$ cat config.mk
export PLATFORM = sky130hd
export DESIGN_NAME = softusb_rx
export DESIGN_NICKNAME = d
export VERILOG_FILES = /design/src/rtl/softusb_rx.sv
export SDC_FILE = /design/constraint.sdc
export NUM_CORES = 1
export LEC_CHECK = 0
export BUFFER_PORTS_ARGS = -buffer_cell sky130_fd_sc_hd__buf_2
export CAP_MARGIN = 5
export CORE_ASPECT_RATIO = 0.9
export CORE_UTILIZATION = 52
export DETAILED_ROUTE_END_ITERATION = 8
export PLACE_DENSITY = 0.76
export SLEW_MARGIN = 10
export SYNTH_ARGS = -nofsm -noshare
export SYNTH_HDL_FRONTEND = slang
export SYNTH_SLANG_ARGS = --single-unit
$ cat constraint.sdc
create_clock -name usb_clk -period 2.15 [get_ports usb_clk]
set_input_delay 0.1075 -clock usb_clk [delete_from_list [all_inputs] [get_ports usb_clk]]
set_output_delay 0.1075 -clock usb_clk [all_outputs]
set_load 0.02 [all_outputs]
$ cat src/rtl/softusb_rx.sv
// softusb_rx: SoftUSB receive front-end (sync, DPLL, NRZI decode, unstuff, SYNC/EOP detect, byte assembly)
// Ports:
//   usb_clk     48 MHz clock
//   usb_rst_n   synchronous active-low reset
//   rx_en       receiver enable (low while the SIE transmits)
//   speed       1 = full speed (4 clocks/bit), 0 = low speed (32 clocks/bit)
//   rcv/vp/vm   asynchronous transceiver outputs
//   rx_active   high from end of SYNC until EOP or error
//   rx_data     last assembled byte, LSB first on the wire
//   rx_strobe   one-cycle pulse, rx_data valid
//   rx_eop      one-cycle pulse at end of packet
//   rx_error    one-cycle pulse on stuff/alignment error
module softusb_rx (
    input  logic       usb_clk,
    input  logic       usb_rst_n,
    input  logic       rx_en,
    input  logic       speed,
    input  logic       rcv,
    input  logic       vp,
    input  logic       vm,
    output logic       rx_active,
    output logic [7:0] rx_data,
    output logic       rx_strobe,
    output logic       rx_eop,
    output logic       rx_error
);
    typedef enum logic [1:0] {IDLE, SYNC, DATA, ERRW} state_t;
    state_t state, state_n;
    logic [1:0] rcv_sr, vp_sr, vm_sr;
    logic [4:0] ph;
    logic [3:0] cnt, cnt_n;
    logic [2:0] ones, ones_n;
    logic [7:0] sh, sh_n, data_n;
    logic prev_j, prev_j_n, se0_seen, se0_seen_n;
    logic strobe_n, eop_n, err_n;
    logic bs, se0, j, d;
    assign se0 = !vp_sr[1] && !vm_sr[1];
    assign j = rcv_sr[1] == speed;
    assign bs = ph == (speed ? 5'd2 : 5'd16);
    assign d = j == prev_j;
    assign rx_active = state == DATA;
    always_ff @(posedge usb_clk) begin
        if (!usb_rst_n) state <= IDLE;
        else state <= state_n;
    end
    always_ff @(posedge usb_clk) begin
        if (!usb_rst_n) begin
            rcv_sr <= '0;
            vp_sr <= '0;
            vm_sr <= '0;
            ph <= '0;
            cnt <= '0;
            ones <= '0;
            sh <= '0;
            prev_j <= 1'b1;
            se0_seen <= 1'b0;
            rx_data <= '0;
            rx_strobe <= 1'b0;
            rx_eop <= 1'b0;
            rx_error <= 1'b0;
        end else begin
            rcv_sr <= {rcv_sr[0], rcv};
            vp_sr <= {vp_sr[0], vp};
            vm_sr <= {vm_sr[0], vm};
            // clear in step with the new level appearing on the synchronised line
            ph <= (rcv_sr[0] != rcv_sr[1]) ? 5'd0 : (ph + 5'd1) & (speed ? 5'd3 : 5'd31);
            cnt <= cnt_n;
            ones <= ones_n;
            sh <= sh_n;
            prev_j <= prev_j_n;
            se0_seen <= se0_seen_n;
            rx_data <= data_n;
            rx_strobe <= strobe_n;
            rx_eop <= eop_n;
            rx_error <= err_n;
        end
    end
    always_comb begin
        state_n = state;
        cnt_n = cnt;
        ones_n = ones;
        sh_n = sh;
        prev_j_n = prev_j;
        se0_seen_n = se0_seen;
        data_n = rx_data;
        strobe_n = 1'b0;
        eop_n = 1'b0;
        err_n = 1'b0;
        if (!rx_en) state_n = IDLE;
        else if (bs) begin
            case (state)
                IDLE: if (!se0 && !j) begin
                    state_n = SYNC;
                    prev_j_n = 1'b0;
                    cnt_n = '0;
                end
                SYNC: begin
                    if (se0) state_n = IDLE;
                    else if (!j && !prev_j) begin
                        state_n = DATA;
                        cnt_n = '0;
                        ones_n = '0;
                        se0_seen_n = 1'b0;
                    end else if (cnt == 4'd8) state_n = IDLE;
                    else begin
                        cnt_n = cnt + 4'd1;
                        prev_j_n = j;
                    end
                end
                DATA: begin
                    if (se0) se0_seen_n = 1'b1;
                    else if (se0_seen) begin
                        // SE0 then J ends the packet; SE0 then K is treated as a broken line
                        se0_seen_n = 1'b0;
                        state_n = j ? IDLE : ERRW;
                        eop_n = j;
                        err_n = !j || cnt != 4'd0;
                    end else begin
                        prev_j_n = j;
                        if (ones == 3'd6 && !d) ones_n = '0;
                        else begin
                            // a seventh 1 is still shifted in so a byte it completes is delivered
                            ones_n = d ? ones + 3'd1 : 3'd0;
                            sh_n = {d, sh[7:1]};
                            cnt_n = {1'b0, cnt[2:0] + 3'd1};
                            if (cnt[2:0] == 3'd7) begin
                                data_n = {d, sh[7:1]};
                                strobe_n = 1'b1;
                            end
                            if (ones == 3'd6) begin
                                state_n = ERRW;
                                err_n = 1'b1;
                                se0_seen_n = 1'b0;
                            end
                        end
                    end
                end
                ERRW: begin
                    if (se0) se0_seen_n = 1'b1;
                    else if (se0_seen) begin
                        se0_seen_n = 1'b0;
                        if (j) state_n = IDLE;
                    end
                end
            endcase
        end
    end
endmodule
=== Word-level counts from Yosys, hierarchy flattened ===
Index checks and enable logic that the tools add are counted.

* Multipliers: 0
* Reduce and logical (&&, ||, !) cells: 29
* Equal/unequal tests: 25
* Add/sub/neg operators: 4
* Bitwise logic cells: 8
* Muxes and demuxes: 45
* Shift operators: 0
* Order comparisons: 0
* Divide/modulo/power cells: 0

{| class="wikitable"
|+ Operators by type and width
! operator !! count
|-
| $mux 4 || 7
|-
| $reduce_and 9->1 || 3
|-
| $mux 2 || 12
|-
| $ne 2x2->1 const B || 11
|-
| $mux 3 || 6
|-
| $reduce_and 7->1 || 2
|-
| $mux 1 || 13
|-
| $pmux 4 s3 || 1
|-
| $mux 5 || 2
|-
| $pmux 2 s4 || 1
|-
| $not 1->1 || 7
|-
| $reduce_or 7->1 || 1
|-
| $add 3x1->3 const B || 2
|-
| $eq 3x3->1 const B || 2
|-
| $logic_not 1->1 || 6
|-
| $ne 3x3->1 const B || 2
|-
| $pmux 3 s2 || 1
|-
| $reduce_and 6->1 || 1
|-
| $reduce_or 6->1 || 1
|-
| $add 5x1->5 const B || 1
|-
| $and 5x5->5 || 1
|-
| $eq 5x5->1 || 1
|-
| $reduce_and 5->1 || 1
|-
| $reduce_or 5->1 || 1
|-
| 18 further kinds || 25
|}

* ROM bits: 0
* Memories kept: 0
* Bits in writable memories: 0
* Latch bits: 0
* Register bits after elaboration: 41
* Word-level logic and storage cells: 125
* Output and inout port bits: 12
* Input port bits: 7

=== Longest topological paths before layout ===
* Depth after elaboration: 8
* Mapped depth: 9
* Mapped depth without buffers: 8

=== Worst setup path before layout ===
No wires, ideal clock.

* Kind: register to register
* Start: register rcv_sr[1]
* End: register rx_data[7]
* Data required time: 2027 ps
* Period minus slack after synthesis: 2249 ps
* Path buffers: 1
* Stages on the path, launching flop included: 10
* Data arrival time: 2126 ps
* Setup slack: -99 ps
* Library setup time: 123 ps
* Cell sequence: dfxtp_1 > xnor2_1 > inv_1 > ha_1 > and3_1 > nor3_1 > nand3_1 > clkbuf_1 > nand3_1 > o31ai_1

* Word-level cells in the longest chain between the ends: 6

{| class="wikitable"
|+ RTL lines
! element !! line !! text
|-
| start: declaration || 29 || <nowiki>logic [1:0] rcv_sr, vp_sr, vm_sr;</nowiki>
|-
| start signal: assignment || 62 || <nowiki>rcv_sr <= {rcv_sr[0], rcv};</nowiki>
|-
| $eq 1x1->1 * || 38 || <nowiki>assign j = rcv_sr[1] == speed;</nowiki>
|-
| $eq 1x1->1 * || 40 || <nowiki>assign d = j == prev_j;</nowiki>
|-
| $logic_not 1->1 || 120 || <nowiki>if (ones == 3'd6 && !d) ones_n = '0;</nowiki>
|-
| $logic_and 1x1->1 || 120 ||
|-
| $not 1->1 (no line) || - ||
|-
| $reduce_and 7->1 (no line) || - ||
|-
| end signal: assignment || 72 || <nowiki>rx_data <= data_n;</nowiki>
|-
| end: declaration || 22 || <nowiki>output logic [7:0] rx_data,</nowiki>
|}

Every way passes the cells marked *; elsewhere a longest branch is shown, timed or not.
A chain may end at the register's enable or synchronous reset.

=== Worst setup path after layout ===
* Start: register rcv_sr[1]
* End: register cnt[3]

* Word-level cells in the longest chain between the ends: 6
* Elaborated cells on any way between the ends: 14
* Classes of those cells: eq/ne (5); mux (3); reduce/logical (6)

{| class="wikitable"
|+ RTL lines
! element !! line !! text
|-
| $eq 1x1->1 * || 38 ||
|-
| $eq 1x1->1 / $logic_not 1->1 (equally long branches) || 40, 92, 99 ||
|-
| $logic_not 1->1 / $logic_and 1x1->1 (equally long branches) || 120, 99 ||
|-
| $logic_and 1x1->1 / $mux 4 (equally long branches) || 120, 99 ||
|-
| $ne 2x2->1 (no line) / $mux 4 (equally long branches) || - ||
|-
| $reduce_and 9->1 (no line) / $pmux 4 s3 (equally long branches) || - ||
|-
| end signal: assignment || 67 || <nowiki>cnt <= cnt_n;</nowiki>
|-
| end: declaration || 31 || <nowiki>logic [3:0] cnt, cnt_n;</nowiki>
|}

Every way passes the cells marked *; elsewhere a longest branch is shown, timed or not. The select of a mux whose other input is x is not followed.

==> results.md <==
- CTS root buf: clkbuf_8
- # IOs: 19
- Antenna violations before repair: 0
- Commonest non-fill, non-tap cells in the layout: 39 x dfxtp_1, 22 x nand2_1, 22 x nor2_1, 18 x buf_2, 16 x o21ai_0
- Switching share of power: 20.8%
- Post-CTS setup buffers: 0
- Share of layout cells above drive strength 1: 19.7%
- CTS tree: done
- Required time of the worst setup path: 2330 ps
- Via density: 5.43
- Via Count: 1530
- Core Region: 3450 sq um
- Syn nets: 231
- Hold WC Path Type: in2reg
- Setup crit start kind: register
- Most common cell after layout, fill and taps aside: dfxtp_1
- Wire length on met1: 1730 um
- Ant diodes: 0
- Sequential share of power: 51.7%
- Maximum number of pins on one net before global-route repair: 32
- Num rows: 20
- Slew Limit Headroom: 55.1%
- Area delta synth->final: 16.8%
- CTS hold repair buffers: 0
- Total Routed Length: 3570 um
- Clk pwr share: 43.6%
- Routed WL per cell: 12.6 um
- H-tree lvl count: 2
- Finished Core Util: 64.7%
- Total Neg Setup Slack: 0 ps
- CP Capture Type: register
- Met3 routed WL: 155 um
- Die ar.: 3930 sq um
- Synthesis-stage register bit count: 40
- First-pass GRT wire length: 5860 um
- Switching Power: 304 uW
- Worst-Skew Late Latency: 290 ps
- Die X-Extent: 65.9 um
- Num CTS Buffers: 5
- Final period util: 96.1%
- Port bufs: 18
- LEAKAGE: 0.000926 uW
- DPL Wire Length: 2550 um
- Bufs on Longest Clock Path: 2
- Met2 Wirelength: 1630 um
- Die H: 59.5 um
- Vias in the first global route: 1352
- Gate Count Post-Synth: 211
- FMAX: 484 MHz
- Minimum clock period: 2070 ps
- Crit Path Max Fanout: 3
- Count of cell types in the netlist: 41
- DR pass1 iterations: 4
- Worst Tran Pin Value: 670 ps
- Unrepaired setup endpoints after global routing: false
- CTS Sinks: 40
- Seq/Total Area, Yosys: 41.9%
- Mapped Area: 1910 sq um
- Total GRT Usage: 19.8%
- Pre-CTS setup slack: 26.2 ps
- MaxCap Viol Count: 0
- Initial core utilization: 55.4%
- Grt ovf: 0
- Hold Violations, Final: 0
- Drt initial violations: 87
- Fin worst setup slack: 84.0 ps
- Pint: 1160 uW
- Pwr dens: 654 nW/um^2
- # DRC: 0
- Syn_area_per_cell: 9.07 sq um
- Comb pwr share: 4.7%
- Critical Path AT: 2250 ps
- GPL Wtd Cong: 0.905
- Kind of critical path: reg2reg
- Worst vdd ir: 0.470 mV
- Final ANT Viol Nets: 0
- Final setup fails: 0
- Pins over their slew limit: 0
- Outcome: finished, final reports clean
- Max Used Layer: met4
- Worst Clk Skew: 3.93 ps
- Nets: 257
- Clock transition at the registers of the reported paths: 80 ps
- Synth Warn #: 0
per-layer routing:
| metal | track usage [%] | vias to the layer above |
|---|---|---|
| met2 | 30.8 | 34 |
| met4 | 7.60 | 0 |
| met1 | 26.4 | 695 |
| li1 | - | 795 |
| met5 | 0 | - |
| met3 | 5.19 | 6 |
final cells by class:
type / instances / area (sq um)
fill: 296 / 1220
multi-input combinational: 157 / 1080
sequential: 40 / 802
timing repair buffer: 25 / 143
clock buffer: 6 / 82.6
tap: 44 / 55.1
clock inverter: 2 / 38.8
inverter: 8 / 30.0
state kept, by name, indices dropped and copies added (netlist names):
| signal | cells |
|---|---|
| ph | 5 |
| rx_strobe | 1 |
| vp_sr | 2 |
| vm_sr | 2 |
| se0_seen | 1 |
| rx_eop | 1 |
| state | 2 |
| ones | 3 |
| rx_data | 8 |
| rx_error | 1 |
| prev_j | 1 |
| rcv_sr | 2 |
| sh | 7 |
| cnt | 4 |
worst max-delay path, stage by stage (launching register included):
cell,delay (ps)
dfxtp_2,340
xnor2_2,210
inv_2,80
ha_4,220
and3_1,200
and2_1,170
or4_1,470
a32o_1,270
timing repair:
action                                  in CTS  in global routing
gates resized for setup                      1                  2
endpoints found under the setup margin       1                 11
pin swaps                                    1                  1
synthesized netlist by cell type:
cell type	count	area (sq um)
inv_1	8	30.0
o211ai_1	1	7.51
nor2b_1	1	6.26
mux2_2	1	11.3
a311oi_1	1	8.76
a31oi_1	1	6.26
o21ai_0	16	80.1
nor4b_1	2	17.5
o31ai_1	1	7.51
a2111oi_4	2	55.1
xor2_1	2	17.5
or3_1	2	12.5
and3b_1	2	17.5
and3_1	2	12.5
nand3_1	14	70.1
o21ai_2	1	8.76
buf_2	1	5.00
nor3b_1	2	15.0
a21oi_1	5	25.0
nand4_1	1	6.26
xnor2_1	3	26.3
ha_1	13	163
a211oi_1	2	15.0
o2111ai_2	1	15.0
nor4_1	1	6.26
nand2_1	22	82.6
a32oi_1	1	8.76
o21a_1	1	7.51
a21bo_2	1	10.0
nand2b_1	2	12.5
nor2_1	22	82.6
and2_1	7	43.8
a32o_1	1	10.0
and3b_2	1	10.0
clkbuf_1	5	18.8
mux2i_1	12	120
o211a_1	1	10.0
or4_1	1	7.51
or2_2	2	12.5
dfxtp_1	40	801
nor3_1	6	30.0
worst paths after layout:
check | from | endpoint | slack (ps) | depth (start not counted)
worst max-delay path | rcv_sr[1] | cnt[3] | 80 | 7
worst min-delay path | rcv | rcv_sr[0] | 20 | 2
worst min register to register | vm_sr[0] | vm_sr[1] | 440 | 1
worst max register to register | rcv_sr[1] | cnt[3] | 80 | 7
kinds of logic after synthesis:
logic type | after synthesis | share of synthesized area, %
compound gates | 36 | 14.4
xor+xnor | 5 | 2.29
fa+ha+maj | 13 | 8.50
buf+inv | 14 | 2.81
flops | 40 | 41.9
mux | 13 | 6.87
simple gates | 90 | 23.3
per-stage QoR:
stage | cell area (sq um) | hold WS [ps] | total power, uW | instances
detailed placement | 2100 | 317 | 839 | 274
global placement | 2100 | 312 | 839 | 274
floorplan | 1930 | 185 | 814 | 211
CTS | 2220 | 14.6 | 1470 | 282
global route | 2230 | 14.2 | 1510 | 282
finish | 2230 | 18.3 | 1460 | 282
power by group through the flow:
stage	Sequential [uW]	Combinational [uW]	Clock, uW
after global routing	757	77.2	676
final	756	68.8	636
after global placement	773	66.0	0
after detailed placement	773	66.0	0
after floorplan	772	42.7	0
after CTS	756	66.9	651
(Power assumes the default switching activity.)
